`src/rtl/mem_access_ctrl.sv`:
```
// Sequencer between the MEM stage and the data cache port. Drives one
// dbus request per load/store, stalls the pipeline while it is outstanding,
// places store bytes on their lanes and extends load results.
//
// Handshake: dreq.valid rises in BUSY and stays high with every field
// constant until dresp.data_ok is seen on a rising edge; addr_ok is ignored.
// On the MEM side, req_valid is held stable while stall=1, and the pipeline
// advances on the single DONE cycle (done=1, stall=0).

package common;
    typedef enum logic [2:0] {
        MSIZE1 = 3'd0,
        MSIZE2 = 3'd1,
        MSIZE4 = 3'd2,
        MSIZE8 = 3'd3
    } msize_t;

    typedef struct packed {
        logic        valid;
        logic [63:0] addr;
        msize_t      size;
        logic [7:0]  strobe;
        logic [63:0] data;
    } dbus_req_t;

    typedef struct packed {
        logic        addr_ok;
        logic        data_ok;
        logic [63:0] data;
    } dbus_resp_t;
endpackage

module mem_access_ctrl
    import common::*;
(
    input  logic        clk,
    input  logic        reset,
    input  logic        req_valid,
    input  logic        req_write,
    input  logic [2:0]  req_funct3,
    input  logic [63:0] req_addr,
    input  logic [63:0] req_wdata,
    output logic        stall,
    output logic        done,
    output logic        misaligned,
    output logic [63:0] rdata,
    output dbus_req_t   dreq,
    input  dbus_resp_t  dresp
);

    typedef enum logic [1:0] {
        IDLE = 2'd0,
        BUSY = 2'd1,
        DONE = 2'd2
    } state_t;

    state_t      state;
    state_t      state_next;

    logic [63:0] addr_q;
    logic [2:0]  funct3_q;
    logic        write_q;
    logic [63:0] wdata_q;
    logic        err_q;

    logic        req_misalign;
    logic        req_illegal;
    logic        req_err;
    logic        accept;

    logic [63:0] shifted;
    logic [63:0] load_ext;
    logic [7:0]  strobe_base;

    // addr_ok carries no meaning for this sequencer; valid is held until data_ok.
    logic        unused_addr_ok;
    assign unused_addr_ok = dresp.addr_ok;

    assign accept = (state == IDLE) && req_valid;

    // Classify the incoming request: alignment against its size, and funct3 legality.
    always_comb begin
        req_misalign = 1'b0;
        case (req_funct3[1:0])
            2'b00:   req_misalign = 1'b0;
            2'b01:   req_misalign = req_addr[0];
            2'b10:   req_misalign = |req_addr[1:0];
            default: req_misalign = |req_addr[2:0];
        endcase
        req_illegal = req_write ? req_funct3[2] : (req_funct3 == 3'b111);
        req_err     = req_misalign | req_illegal;
    end

    // State register.
    always_ff @(posedge clk) begin
        if (reset) begin
            state <= IDLE;
        end else begin
            state <= state_next;
        end
    end

    // Next-state and handshake outputs.
    always_comb begin
        state_next = state;
        done       = 1'b0;
        misaligned = 1'b0;
        case (state)
            IDLE: begin
                if (req_valid) begin
                    state_next = req_err ? DONE : BUSY;
                end
            end
            BUSY: begin
                if (dresp.data_ok) begin
                    state_next = DONE;
                end
            end
            DONE: begin
                done       = 1'b1;
                misaligned = err_q;
                state_next = IDLE;
            end
            default: state_next = IDLE;
        endcase
    end

    // Stall is combinational so the request cycle in IDLE already freezes the pipe.
    assign stall = req_valid && (state != DONE);

    // Latch the access when it is accepted; fields stay constant until the next one.
    always_ff @(posedge clk) begin
        if (reset) begin
            addr_q   <= '0;
            funct3_q <= '0;
            write_q  <= 1'b0;
            wdata_q  <= '0;
            err_q    <= 1'b0;
        end else if (accept) begin
            addr_q   <= req_addr;
            funct3_q <= req_funct3;
            write_q  <= req_write;
            wdata_q  <= req_wdata;
            err_q    <= req_err;
        end
    end

    // Lane select and sign/zero extension of the returning cache data.
    always_comb begin
        shifted  = dresp.data >> {addr_q[2:0], 3'b000};
        load_ext = shifted;
        case (funct3_q[1:0])
            2'b00:   load_ext = funct3_q[2] ? {56'd0, shifted[7:0]}
                                            : {{56{shifted[7]}}, shifted[7:0]};
            2'b01:   load_ext = funct3_q[2] ? {48'd0, shifted[15:0]}
                                            : {{48{shifted[15]}}, shifted[15:0]};
            2'b10:   load_ext = funct3_q[2] ? {32'd0, shifted[31:0]}
                                            : {{32{shifted[31]}}, shifted[31:0]};
            default: load_ext = shifted;
        endcase
    end

    // Load result register: cleared by error accesses, untouched by stores.
    always_ff @(posedge clk) begin
        if (reset) begin
            rdata <= '0;
        end else if (accept && req_err) begin
            rdata <= '0;
        end else if ((state == BUSY) && dresp.data_ok && !write_q) begin
            rdata <= load_ext;
        end
    end

    // Cache request: driven only while BUSY, zero otherwise.
    always_comb begin
        strobe_base = 8'h00;
        case (funct3_q[1:0])
            2'b00:   strobe_base = 8'h01;
            2'b01:   strobe_base = 8'h03;
            2'b10:   strobe_base = 8'h0F;
            default: strobe_base = 8'hFF;
        endcase

        dreq = '0;
        if (state == BUSY) begin
            dreq.valid = 1'b1;
            dreq.addr  = addr_q;
            dreq.size  = msize_t'({1'b0, funct3_q[1:0]});
            if (write_q) begin
                dreq.strobe = strobe_base << addr_q[2:0];
                dreq.data   = wdata_q << {addr_q[2:0], 3'b000};
            end
        end
    end

endmodule

```
`config.mk`:
```
export PLATFORM = sky130hd
export DESIGN_NAME = mem_access_ctrl
export DESIGN_NICKNAME = d
export VERILOG_FILES = /design/src/rtl/mem_access_ctrl.sv
export SDC_FILE = /design/constraint.sdc
export NUM_CORES = 1
export LEC_CHECK = 0
export ABC_AREA = 1
export ABC_CLOCK_PERIOD_IN_PS = 2200
export CAP_MARGIN = 15
export CORE_MARGIN = 2
export CORE_UTILIZATION = 45
export CTS_BUF_LIST = sky130_fd_sc_hd__clkbuf_4
export CTS_CLUSTER_DIAMETER = 50
export CTS_CLUSTER_SIZE = 14
export DETAILED_ROUTE_END_ITERATION = 6
export PLACE_DENSITY = 0.88
export SLEW_MARGIN = 30
export SYNTH_ARGS = -nofsm -noshare
export SYNTH_HDL_FRONTEND = slang
export SYNTH_SLANG_ARGS = --single-unit
```
`constraint.sdc`:
```
create_clock -name clk -period 2.2 [get_ports clk]
set_input_delay 0.66 -clock clk [delete_from_list [all_inputs] [get_ports clk]]
set_output_delay 0.66 -clock clk [all_outputs]
set_load 0.02 [all_outputs]
```
Yosys cells after proc, flatten, opt, wreduce, memory -nomap -nowiden
Index checks and enable logic that the tools add are counted.

word-level totals
  register bits after elaboration = 199
  input bits = 201
  output and inout bits = 207
  word-level logic and storage cells = 49

cells by class
  equality and inequality tests = 10
  shifts and indexed selects = 3
  muxes and demuxes = 15
  bitwise operators = 1
  reductions and logical operators = 13

operator list
  kind                  count
  $mux W64              3
  $pmux W64 S3          1
  $mux W140             1
  $mux W72              1
  $shl A64 B6 Y64       1
  $shr A64 B6 Y64       1
  $pmux W8 S3           1
  $shl A8 B3 Y8         1
  $eq A2 B1 Y1 const B  3
  $eq A2 B2 Y1 const B  3
  $logic_not A2 Y1      3
  $mux W2               3
  $ne A2 B2 Y1 const B  3
  $logic_and A1 B1 Y1   5
  $pmux W2 S2           1
  $reduce_or A2 Y1      2
  $eq A3 B3 Y1 const B  1
  $mux W1               3
  $pmux W1 S3           1
  $reduce_or A3 Y1      1
  $reduce_and A2 Y1     1
  $logic_not A1 Y1      1
  $or A1 B1 Y1          1

Longest topological paths before layout
Gate-level depths: netlist (run 1).

  depth after elaboration = 6
  gate-level depth with buffers = 13
  mapped depth without buffers = 10

Least setup slack after synthesis (run 1)
OpenSTA, ideal clock, no wires.

  kind = flip-flop to output port
  from = register addr_q[0]
  to = output port dreq[70] (netlist bit)
  arrival time = 1.643 ns
  data required time = 1.540 ns
  setup slack = -0.103 ns
  cell stages (with the launch flop) = 9
  path buffers = 4
  path through = dfxtp_1 buf_6 buf_8 buf_8 buf_6 a21oi_1 o21ai_1 nor2_1 a211oi_1

RTL lines
  item                    RTL line  RTL
  from (decl)             60        logic [63:0] addr_q;
  from (signal assigned)  140       addr_q <= req_addr;
  to (decl)               47        output dbus_req_t dreq,

==> results of run 1 <==
[placed cells by master (no fill, tap or decap), types with 7 or more instances in the layout]
master | netlist | final
sky130_fd_sc_hd__buf_6 | 12 | 90
sky130_fd_sc_hd__inv_2 | 11 | 9
sky130_fd_sc_hd__a21oi_2 | 11 | 12
sky130_fd_sc_hd__buf_4 | 16 | 141
sky130_fd_sc_hd__o21ai_0 | 212 | 178
sky130_fd_sc_hd__nand2_1 | 386 | 367
sky130_fd_sc_hd__nor2_1 | 333 | 295
sky130_fd_sc_hd__buf_12 | 0 | 32
sky130_fd_sc_hd__dlymetal6s2s_1 | 0 | 27
sky130_fd_sc_hd__a21oi_1 | 143 | 142
sky130_fd_sc_hd__o21ai_1 | 14 | 21
sky130_fd_sc_hd__a31oi_1 | 9 | 8
sky130_fd_sc_hd__nand2_2 | 4 | 15
sky130_fd_sc_hd__diode_2 | 0 | 13
sky130_fd_sc_hd__dlygate4sd2_1 | 0 | 35
sky130_fd_sc_hd__nand3_4 | 1 | 8
sky130_fd_sc_hd__nand3_2 | 1 | 8
sky130_fd_sc_hd__clkdlybuf4s50_1 | 0 | 262
sky130_fd_sc_hd__nor2_2 | 2 | 9
sky130_fd_sc_hd__a22oi_2 | 0 | 7
sky130_fd_sc_hd__nand4_1 | 32 | 32
sky130_fd_sc_hd__o22ai_4 | 0 | 10
sky130_fd_sc_hd__nor2_4 | 4 | 35
sky130_fd_sc_hd__nand3_1 | 122 | 108
sky130_fd_sc_hd__dfxtp_1 | 199 | 193
sky130_fd_sc_hd__o21ai_2 | 0 | 21
sky130_fd_sc_hd__inv_1 | 166 | 162
sky130_fd_sc_hd__nand2_4 | 2 | 10
sky130_fd_sc_hd__o31ai_1 | 7 | 7
sky130_fd_sc_hd__clkbuf_4 | 0 | 18
[worst register-to-register path: cells and delay by family, from the launching register on]
| kind | cells | cell delay (ns) |
|---|---|---|
| AND/OR/NAND/NOR | 6 | 0.71 |
| buffers and inverters | 6 | 0.89 |
| flip-flops | 1 | 0.40 |
[routing by layer]
layer  share of wire  vias to the layer above  GRT usage
met1            0.38                     6930      0.453
met2            0.46                      891      0.596
met3           0.093                      233     0.0753
met5               0                        -          0
li1                -                     6976          -
met4           0.070                        0      0.229
[layout make-up]
class                   instances  area share
flip-flops and latches        199       0.214
repair inverters                1    0.000869
well taps                     330      0.0221
multi-input cells            1344       0.379
clock buffers                  18     0.00722
inverters                     178      0.0377
diodes                         13     0.00174
repair buffers                598       0.329
clock inverters                14     0.00829
[repair_timing]
| action | CTS | global route |
|---|---|---|
| gates cloned | 4 | 1 |
| endpoints found under the setup margin | 257 | 264 |
| setup buffers | 21 | 16 |
| hold buffers | 0 | 0 |
| resized for setup | 545 | 248 |
| pin swaps | 15 | 37 |
[state kept, by name (all words and copies together) (netlist names)]
register and flops:
write_q 1, addr_q 64, err_q 1, state 2, funct3_q 3, wdata_q 64
rdata 64
[cells by family (layout without fill, tap and decap cells)]
kind of cell,count (synthesis),after routing,synth area share
AOI/OAI and AO/OA,423,423,0.193
and+or+nand+nor,904,904,0.324
muxes,16,16,0.0138
DFF,199,199,0.343
other,1,14,0.000323
buffers and inverters,324,809,0.126
[final timing paths]
| check | endpoint | slack [ns] |
|---|---|---|
| setup reg to reg | rdata[62] | 0.10 |
| hold reg to reg | addr_q[8] | 0.46 |
| hold / removal | addr_q[8] | 0.46 |
| setup / recovery | dreq[52] | -0.68 |
[through the flow]
step	TNS [ns]	hold slack [ns]	worst slack [ns]
after floorplan	-0.236	0.430	-0.0334
after detailed placement	-43.27	0.444	-0.457
after global placement	-35.73	0.437	-0.467
after global routing	-81.01	0.485	-0.776
after CTS	-73.05	0.466	-0.673
final	-65.53	0.464	-0.684
[where the power goes]
group / switching, W / internal (W) / total [W] / leakage, nW
Combinational: 0.00207 / 0.00145 / 0.00352 / 6.97
Clock: 0.00152 / 0.000534 / 0.00205 / 0.157
Sequential: 0.000180 / 0.00388 / 0.00406 / 1.64
==> flow_summary.html, run 1 <==
<table>
<tr><th>Metric</th><th>Value</th></tr>
<tr><th colspan="2">Worst setup path</th></tr>
<tr><td>Launching point of the worst reg2reg path</td><td>addr_q[1]</td></tr>
<tr><td>Cell family with the largest share of critical-path delay</td><td>buffers and inverters</td></tr>
<tr><td>Data required time of the worst path</td><td>1.54 ns</td></tr>
<tr><td>Arrival @ worst endpoint</td><td>2.22 ns</td></tr>
<tr><td>Type of element capturing the critical path</td><td>output port</td></tr>
<tr><td>Stages on worst setup path</td><td>11</td></tr>
<tr><td>Slowest cell on crit path</td><td>sky130_fd_sc_hd__dfxtp_2</td></tr>
<tr><td>Cells traversed along the worst timing path</td><td>inv_2, nand2_4, nor2_4, inv_4, nor2_4, buf_12, buf_12, buf_6, nand3_2, o21ai_1, buf_4</td></tr>
<tr><td>Category of the worst setup path launch point</td><td>register</td></tr>
<tr><td>Biggest fanout along the worst timing path</td><td>8</td></tr>
<tr><td>Worst r2r path cells</td><td>12</td></tr>
<tr><td>Critical path buffer and inverter count</td><td>6</td></tr>
<tr><td>Max incr delay on CP</td><td>0.37 ns</td></tr>
<tr><td>Category of the most critical setup path</td><td>reg -&gt; out</td></tr>
<tr><td>Critical path startpoint</td><td>state[1]</td></tr>
<tr><th colspan="2">Clock network</th></tr>
<tr><td>Clock root buffer</td><td>sky130_fd_sc_hd__clkbuf_4</td></tr>
<tr><td>Clock Sink Count</td><td>199</td></tr>
<tr><td>Clock slew at the register clock pins of the worst setup and hold paths</td><td>0.18 ns</td></tr>
<tr><td>Htree depth</td><td>4</td></tr>
<tr><td>TritonCTS clock tree</td><td>built</td></tr>
<tr><td>Worst skew pair latency</td><td>0.64 ns</td></tr>
<tr><td>CTS buffer count</td><td>17</td></tr>
<tr><td>Clk buf depth</td><td>2</td></tr>
<tr><th colspan="2">Global route</th></tr>
<tr><td>Wire length of the first global-routing pass</td><td>76100 um</td></tr>
<tr><td>Vias in the first global route</td><td>13600</td></tr>
<tr><td>Initial antenna violation count</td><td>11</td></tr>
<tr><td>Residual overflow from global routing</td><td>0</td></tr>
<tr><td>Largest net degree at the start of global routing</td><td>69</td></tr>
<tr><td>GRT Overall Usage</td><td>0.370</td></tr>
<tr><th colspan="2">Finish</th></tr>
<tr><td>Post-route core utilization</td><td>0.741</td></tr>
<tr><td>Total area of multi-input combinational cells</td><td>0.00710 mm2</td></tr>
<tr><td>Count of fill cells added during filler insertion</td><td>1901</td></tr>
<tr><td>Final cell count without fillers</td><td>2695</td></tr>
<tr><td>Share of cells above drive strength 1</td><td>0.210</td></tr>
<tr><td>Final design instance area without fill</td><td>0.0187 mm2</td></tr>
<tr><td>Total number of nets in the final design</td><td>2540</td></tr>
<tr><td>Total area of sequential cells</td><td>0.00400 mm2</td></tr>
<tr><td>Area growth from synthesis to layout</td><td>61.2%</td></tr>
<tr><th colspan="2">Die</th></tr>
<tr><td>Die X-Extent</td><td>165 um</td></tr>
<tr><td>Y dimension of the die</td><td>165 um</td></tr>
<tr><td>Core ar.</td><td>0.0253 mm2</td></tr>
<tr><td>Boundary Pins</td><td>408</td></tr>
<tr><td>Initial standard-cell utilization of the core</td><td>0.460</td></tr>
<tr><td>Full die area</td><td>0.0271 mm2</td></tr>
<tr><td>Std-Cell Rows</td><td>58</td></tr>
<tr><th colspan="2">STA</th></tr>
<tr><td>Clock period minus final worst setup slack</td><td>2.88 ns</td></tr>
<tr><td>Part of the cycle the worst path needs</td><td>1.31</td></tr>
<tr><td>Final setup violation count</td><td>203</td></tr>
<tr><td>Worst-case clock skew</td><td>0.0253 ns</td></tr>
<tr><td>Final setup slack of the worst path</td><td>-0.684 ns</td></tr>
<tr><td>RSZ-0062 raised after global routing</td><td>yes</td></tr>
<tr><td>Tightest slew margin relative to the limit</td><td>0.603</td></tr>
<tr><td>Max-slew violation count</td><td>0</td></tr>
<tr><td>Transition time at the pin with the least slew margin</td><td>0.590 ns</td></tr>
<tr><td>Max Clk Rate</td><td>347 MHz</td></tr>
<tr><td>Final Hold Viols</td><td>0</td></tr>
<tr><th colspan="2">Yosys</th></tr>
<tr><td>Seq/Total Area, Yosys</td><td>0.343</td></tr>
<tr><td>Post-synth ARST share</td><td>0</td></tr>
<tr><td>EDFF count, synth</td><td>0</td></tr>
<tr><td>Total standard cell area after synthesis</td><td>0.0116 mm2</td></tr>
<tr><td>Top cell type by total area after synthesis</td><td>sky130_fd_sc_hd__dfxtp_1</td></tr>
<tr><td>Count of yosys warnings during synthesis</td><td>0</td></tr>
<tr><td>Dominant register cell in the synthesized netlist</td><td>sky130_fd_sc_hd__dfxtp_1</td></tr>
<tr><td>Proportion of netlist area held by the largest area contributor</td><td>0.343</td></tr>
<tr><td>Synthesized netlist net count</td><td>2068</td></tr>
<tr><td>Gate count after technology mapping</td><td>1867</td></tr>
<tr><td>Most common cell in the netlist</td><td>sky130_fd_sc_hd__nand2_1</td></tr>
<tr><td>Post-synthesis area per instance</td><td>6.22 um2</td></tr>
<tr><td>Cell types occupying the most area after synthesis</td><td>sky130_fd_sc_hd__dfxtp_1, sky130_fd_sc_hd__nand2_1, sky130_fd_sc_hd__nor2_1</td></tr>
<tr><td>List of most frequent post-synthesis cells</td><td>sky130_fd_sc_hd__nand2_1, sky130_fd_sc_hd__nor2_1, sky130_fd_sc_hd__o21ai_0</td></tr>
<tr><td>Register bit count reported by yosys</td><td>199</td></tr>
<tr><td>Number of distinct library cells after synthesis</td><td>40</td></tr>
<tr><th colspan="2">Routing</th></tr>
<tr><td>Total wire length after detailed routing</td><td>53600 um</td></tr>
<tr><td>DRC Markers</td><td>0</td></tr>
<tr><td>Drt first pass iters</td><td>6</td></tr>
<tr><td>Total via count after detailed routing</td><td>15000</td></tr>
<tr><td>Number of DRC violations after detailed-routing iteration 0</td><td>1912</td></tr>
<tr><td>Via count normalized by instance count</td><td>5.58</td></tr>
<tr><td>Avg WL per Cell</td><td>19.9 um</td></tr>
<tr><td>Post-route antenna net violation count</td><td>0</td></tr>
<tr><th colspan="2">Run status</th></tr>
<tr><td>Status</td><td>finished with violations</td></tr>
<tr><td>Violated checks</td><td>negative setup slack</td></tr>
<tr><th colspan="2">Pwr</th></tr>
<tr><td>PD cells</td><td>515 mW/mm2</td></tr>
<tr><td>P_leak</td><td>8.77 nW</td></tr>
<tr><td>Power, Total</td><td>0.00963 W</td></tr>
<tr><td>Worst IR Drop VDD</td><td>0.369 mV</td></tr>
<tr><th colspan="2">Worst hold path</th></tr>
<tr><td>Class of the most critical hold timing path</td><td>reg -&gt; reg</td></tr>
<tr><td>Number of cells on the worst hold path</td><td>2</td></tr>
<tr><td>Launch point of the worst hold path</td><td>addr_q[8]</td></tr>
<tr><th colspan="2">Placement</th></tr>
<tr><td>Input/output buffers</td><td>405</td></tr>
<tr><td>Cell Count Post-Placement</td><td>2610</td></tr>
<tr><td>HPWL after DPL</td><td>38700 um</td></tr>
<tr><td>Cell area after placement</td><td>0.0167 mm2</td></tr>
<tr><td>Placer Congestion</td><td>1.06</td></tr>
<tr><th colspan="2">Flow run</th></tr>
<tr><td>Number of max-cap violations</td><td>0</td></tr>
</table>
Note: power is estimated with default switching activity, not from simulation.
==> inputs of run 2 (changes only) <==
- CORE_UTILIZATION: 45 -> 47
- PLACE_DENSITY: 0.88 -> 0.91
==> flow_summary.html, run 2 (synthesized netlist as in run 1, its figures left out) <==
<table>
<tr><th>Metric</th><th>Value</th></tr>
<tr><th colspan="2">Run status</th></tr>
<tr><td>Status</td><td>finished with violations</td></tr>
<tr><td>Violated checks</td><td>negative setup slack</td></tr>
<tr><th colspan="2">STA</th></tr>
<tr><td>Transition time at the pin with the least slew margin</td><td>0.681 ns</td></tr>
<tr><td>Max-slew violation count</td><td>0</td></tr>
<tr><td>Max Clk Rate</td><td>333 MHz</td></tr>
<tr><td>Final setup violation count</td><td>265</td></tr>
<tr><td>Final setup slack of the worst path</td><td>-0.807 ns</td></tr>
<tr><td>Final Hold Viols</td><td>0</td></tr>
<tr><td>Worst-case clock skew</td><td>0.0427 ns</td></tr>
<tr><td>Part of the cycle the worst path needs</td><td>1.37</td></tr>
<tr><td>Tightest slew margin relative to the limit</td><td>0.542</td></tr>
<tr><td>RSZ-0062 raised after global routing</td><td>yes</td></tr>
<tr><td>Clock period minus final worst setup slack</td><td>3.01 ns</td></tr>
<tr><th colspan="2">Routing</th></tr>
<tr><td>Drt first pass iters</td><td>6</td></tr>
<tr><td>Total wire length after detailed routing</td><td>58800 um</td></tr>
<tr><td>DRC Markers</td><td>0</td></tr>
<tr><td>Total via count after detailed routing</td><td>15600</td></tr>
<tr><td>Total length of routed met3 wires</td><td>5330 um</td></tr>
<tr><td>Post-route antenna net violation count</td><td>0</td></tr>
<tr><td>Max layer used</td><td>met4</td></tr>
<tr><td>Via count normalized by instance count</td><td>5.75</td></tr>
<tr><td>Post-route met1 wirelength</td><td>21100 um</td></tr>
<tr><td>Met2 layer wire length in the routed design</td><td>27400 um</td></tr>
<tr><td>Number of DRC violations after detailed-routing iteration 0</td><td>1915</td></tr>
<tr><td>Avg WL per Cell</td><td>21.7 um</td></tr>
<tr><th colspan="2">Pwr</th></tr>
<tr><td>Switch share</td><td>0.393</td></tr>
<tr><td>Part of the power in registers</td><td>0.408</td></tr>
<tr><td>Net load switching power</td><td>0.00391 W</td></tr>
<tr><td>P_leak</td><td>8.27 nW</td></tr>
<tr><td>PD cells</td><td>532 mW/mm2</td></tr>
<tr><td>Clock network fraction of design power</td><td>0.222</td></tr>
<tr><td>Cell internal pwr</td><td>0.00604 W</td></tr>
<tr><td>Worst IR Drop VDD</td><td>0.322 mV</td></tr>
<tr><td>Combinational share of power</td><td>0.370</td></tr>
<tr><th colspan="2">Die</th></tr>
<tr><td>Boundary Pins</td><td>408</td></tr>
<tr><td>Y dimension of the die</td><td>161 um</td></tr>
<tr><td>Core ar.</td><td>0.0243 mm2</td></tr>
<tr><td>Full die area</td><td>0.0260 mm2</td></tr>
<tr><td>Initial standard-cell utilization of the core</td><td>0.478</td></tr>
<tr><td>Std-Cell Rows</td><td>57</td></tr>
<tr><td>Die X-Extent</td><td>161 um</td></tr>
<tr><th colspan="2">Placement</th></tr>
<tr><td>Input/output buffers</td><td>405</td></tr>
<tr><td>Cell area after placement</td><td>0.0169 mm2</td></tr>
<tr><td>HPWL after DPL</td><td>40300 um</td></tr>
<tr><td>Placer Congestion</td><td>1.04</td></tr>
<tr><th colspan="2">Worst setup path</th></tr>
<tr><td>Launching point of the worst reg2reg path</td><td>addr_q[0]</td></tr>
<tr><td>Category of the most critical setup path</td><td>reg -&gt; out</td></tr>
<tr><td>Type of element capturing the critical path</td><td>output port</td></tr>
<tr><td>Worst r2r path cells</td><td>12</td></tr>
<tr><td>Arrival @ worst endpoint</td><td>2.35 ns</td></tr>
<tr><td>Worst reg2reg endpoint</td><td>rdata[58]</td></tr>
<tr><td>Data required time of the worst path</td><td>1.54 ns</td></tr>
<tr><td>Category of the worst setup path launch point</td><td>register</td></tr>
<tr><td>Setup slack of the worst register-to-register path</td><td>-0.33 ns</td></tr>
<tr><td>Biggest fanout along the worst timing path</td><td>8</td></tr>
<tr><th colspan="2">Global route</th></tr>
<tr><td>Vias in the first global route</td><td>14200</td></tr>
<tr><td>Wire length of the first global-routing pass</td><td>79900 um</td></tr>
<tr><td>Largest net degree at the start of global routing</td><td>69</td></tr>
<tr><td>Residual overflow from global routing</td><td>0</td></tr>
<tr><td>GRT Overall Usage</td><td>0.397</td></tr>
<tr><td>Initial antenna violation count</td><td>12</td></tr>
<tr><th colspan="2">Clock network</th></tr>
<tr><td>Clock slew at the register clock pins of the worst setup and hold paths</td><td>0.22 ns</td></tr>
<tr><td>Htree depth</td><td>4</td></tr>
<tr><td>TritonCTS clock tree</td><td>built</td></tr>
<tr><td>Clock Sink Count</td><td>199</td></tr>
<tr><td>Clk buf depth</td><td>2</td></tr>
<tr><td>Clock root buffer</td><td>sky130_fd_sc_hd__clkbuf_4</td></tr>
<tr><td>CTS buffer count</td><td>17</td></tr>
<tr><td>Worst skew pair latency</td><td>0.65 ns</td></tr>
<tr><th colspan="2">Worst hold path</th></tr>
<tr><td>Launch point of the worst hold path</td><td>addr_q[30]</td></tr>
<tr><td>Class of the most critical hold timing path</td><td>reg -&gt; reg</td></tr>
<tr><td>Number of cells on the worst hold path</td><td>2</td></tr>
<tr><td>Hold EP</td><td>addr_q[30]</td></tr>
<tr><th colspan="2">Finish</th></tr>
<tr><td>Share of cells above drive strength 1</td><td>0.243</td></tr>
<tr><td>Most common cell after layout, fill and taps aside</td><td>sky130_fd_sc_hd__nand2_1</td></tr>
<tr><td>Registers with the highest flip-flop counts</td><td>addr_q (64), rdata (64), wdata_q (64)</td></tr>
<tr><td>Area growth from synthesis to layout</td><td>61.0%</td></tr>
<tr><td>Most used cells in the layout excluding fill and tap cells</td><td>sky130_fd_sc_hd__nand2_1, sky130_fd_sc_hd__clkdlybuf4s50_1, sky130_fd_sc_hd__nor2_1, sky130_fd_sc_hd__buf_4, sky130_fd_sc_hd__dfxtp_1</td></tr>
<tr><td>Post-route core utilization</td><td>0.769</td></tr>
<tr><td>Total number of nets in the final design</td><td>2560</td></tr>
<tr><td>Final design instance area without fill</td><td>0.0187 mm2</td></tr>
<tr><td>Count of fill cells added during filler insertion</td><td>1729</td></tr>
<tr><th colspan="2">Flow run</th></tr>
<tr><td>Number of max-cap violations</td><td>0</td></tr>
</table>
==> run 2: repair_timing <==
| action | 4_1_cts | 5_1_grt |
|---|---|---|
| cloned | 2 | 9 |
| setup buffers | 12 | 23 |
| setup endpoints to repair | 255 | 265 |
| hold buffers | 0 | 0 |
| resized for setup | 523 | 454 |
| pin swaps | 9 | 7 |
==> run 2: metal layers <==
metal / track usage / vias to the layer above
li1: - / 7023
met1: 0.468 / 7197
met2: 0.666 / 1066
met3: 0.0670 / 281
met4: 0.267 / 0
met5: 0 / -
==> run 2: final cells by class <==
| type | instances | area (um2) | area share |
|---|---|---|---|
| Multi-Input combinational cell | 1344 | 7040 | 0.377 |
| Inverter | 178 | 689 | 0.0369 |
| Antenna cell | 12 | 30.0 | 0.00161 |
| Clock inverter | 15 | 201 | 0.0108 |
| Timing Repair Buffer | 619 | 6210 | 0.332 |
| Clock buffer | 17 | 128 | 0.00682 |
| Sequential cell | 199 | 3990 | 0.214 |
| Tap cell | 324 | 405 | 0.0217 |
==> run 2: how the worst max path moves through the flow <==
stage | from | to | slack [ns]
after floorplan | addr_q[0] | dreq[63] | -0.03
after global placement | state[1] | dreq[44] | -0.52
after detailed placement | state[1] | dreq[44] | -0.51
after CTS | state[1] | dreq[6] | -0.70
after global routing | state[1] | dreq[6] | -0.89
final | state[1] | dreq[6] | -0.81
==> run 2: through the flow <==
step / hold WS [ns] / power [W] / TNS [ns] / std cells / worst slack, ns
final: 0.486 / 0.00995 / -84.22 / 2708 / -0.807
after global routing: 0.505 / 0.0103 / -104.94 / 2708 / -0.886
after CTS: 0.466 / 0.00950 / -88.63 / 2664 / -0.704
after detailed placement: 0.444 / 0.00721 / -47.88 / 2619 / -0.513
after global placement: 0.437 / 0.00715 / -45.25 / 2619 / -0.518
after floorplan: 0.430 / 0.00575 / -0.236 / 1867 / -0.0334
==> run 2: power groups by stage <==
stage               combinational [W]  clock (W)  sequential, W
floorplan                     0.00168          0        0.00408
global placement              0.00307          0        0.00409
detailed placement            0.00312          0        0.00410
CTS                           0.00327    0.00220        0.00403
global route                  0.00389    0.00233        0.00408
finish                        0.00368    0.00221        0.00406
==> run 2: critical path, cell delays in order (launching register included) <==
cell and delay (ns):
sky130_fd_sc_hd__dfxtp_2 0.38, sky130_fd_sc_hd__inv_2 0.07, sky130_fd_sc_hd__nand2_4 0.06, sky130_fd_sc_hd__nor2_4 0.15, sky130_fd_sc_hd__inv_4 0.07, sky130_fd_sc_hd__nor2_4 0.20
sky130_fd_sc_hd__inv_4 0.11, sky130_fd_sc_hd__nor2_4 0.18, sky130_fd_sc_hd__inv_6 0.10, sky130_fd_sc_hd__buf_4 0.16, sky130_fd_sc_hd__nor2_4 0.08, sky130_fd_sc_hd__buf_6 0.12
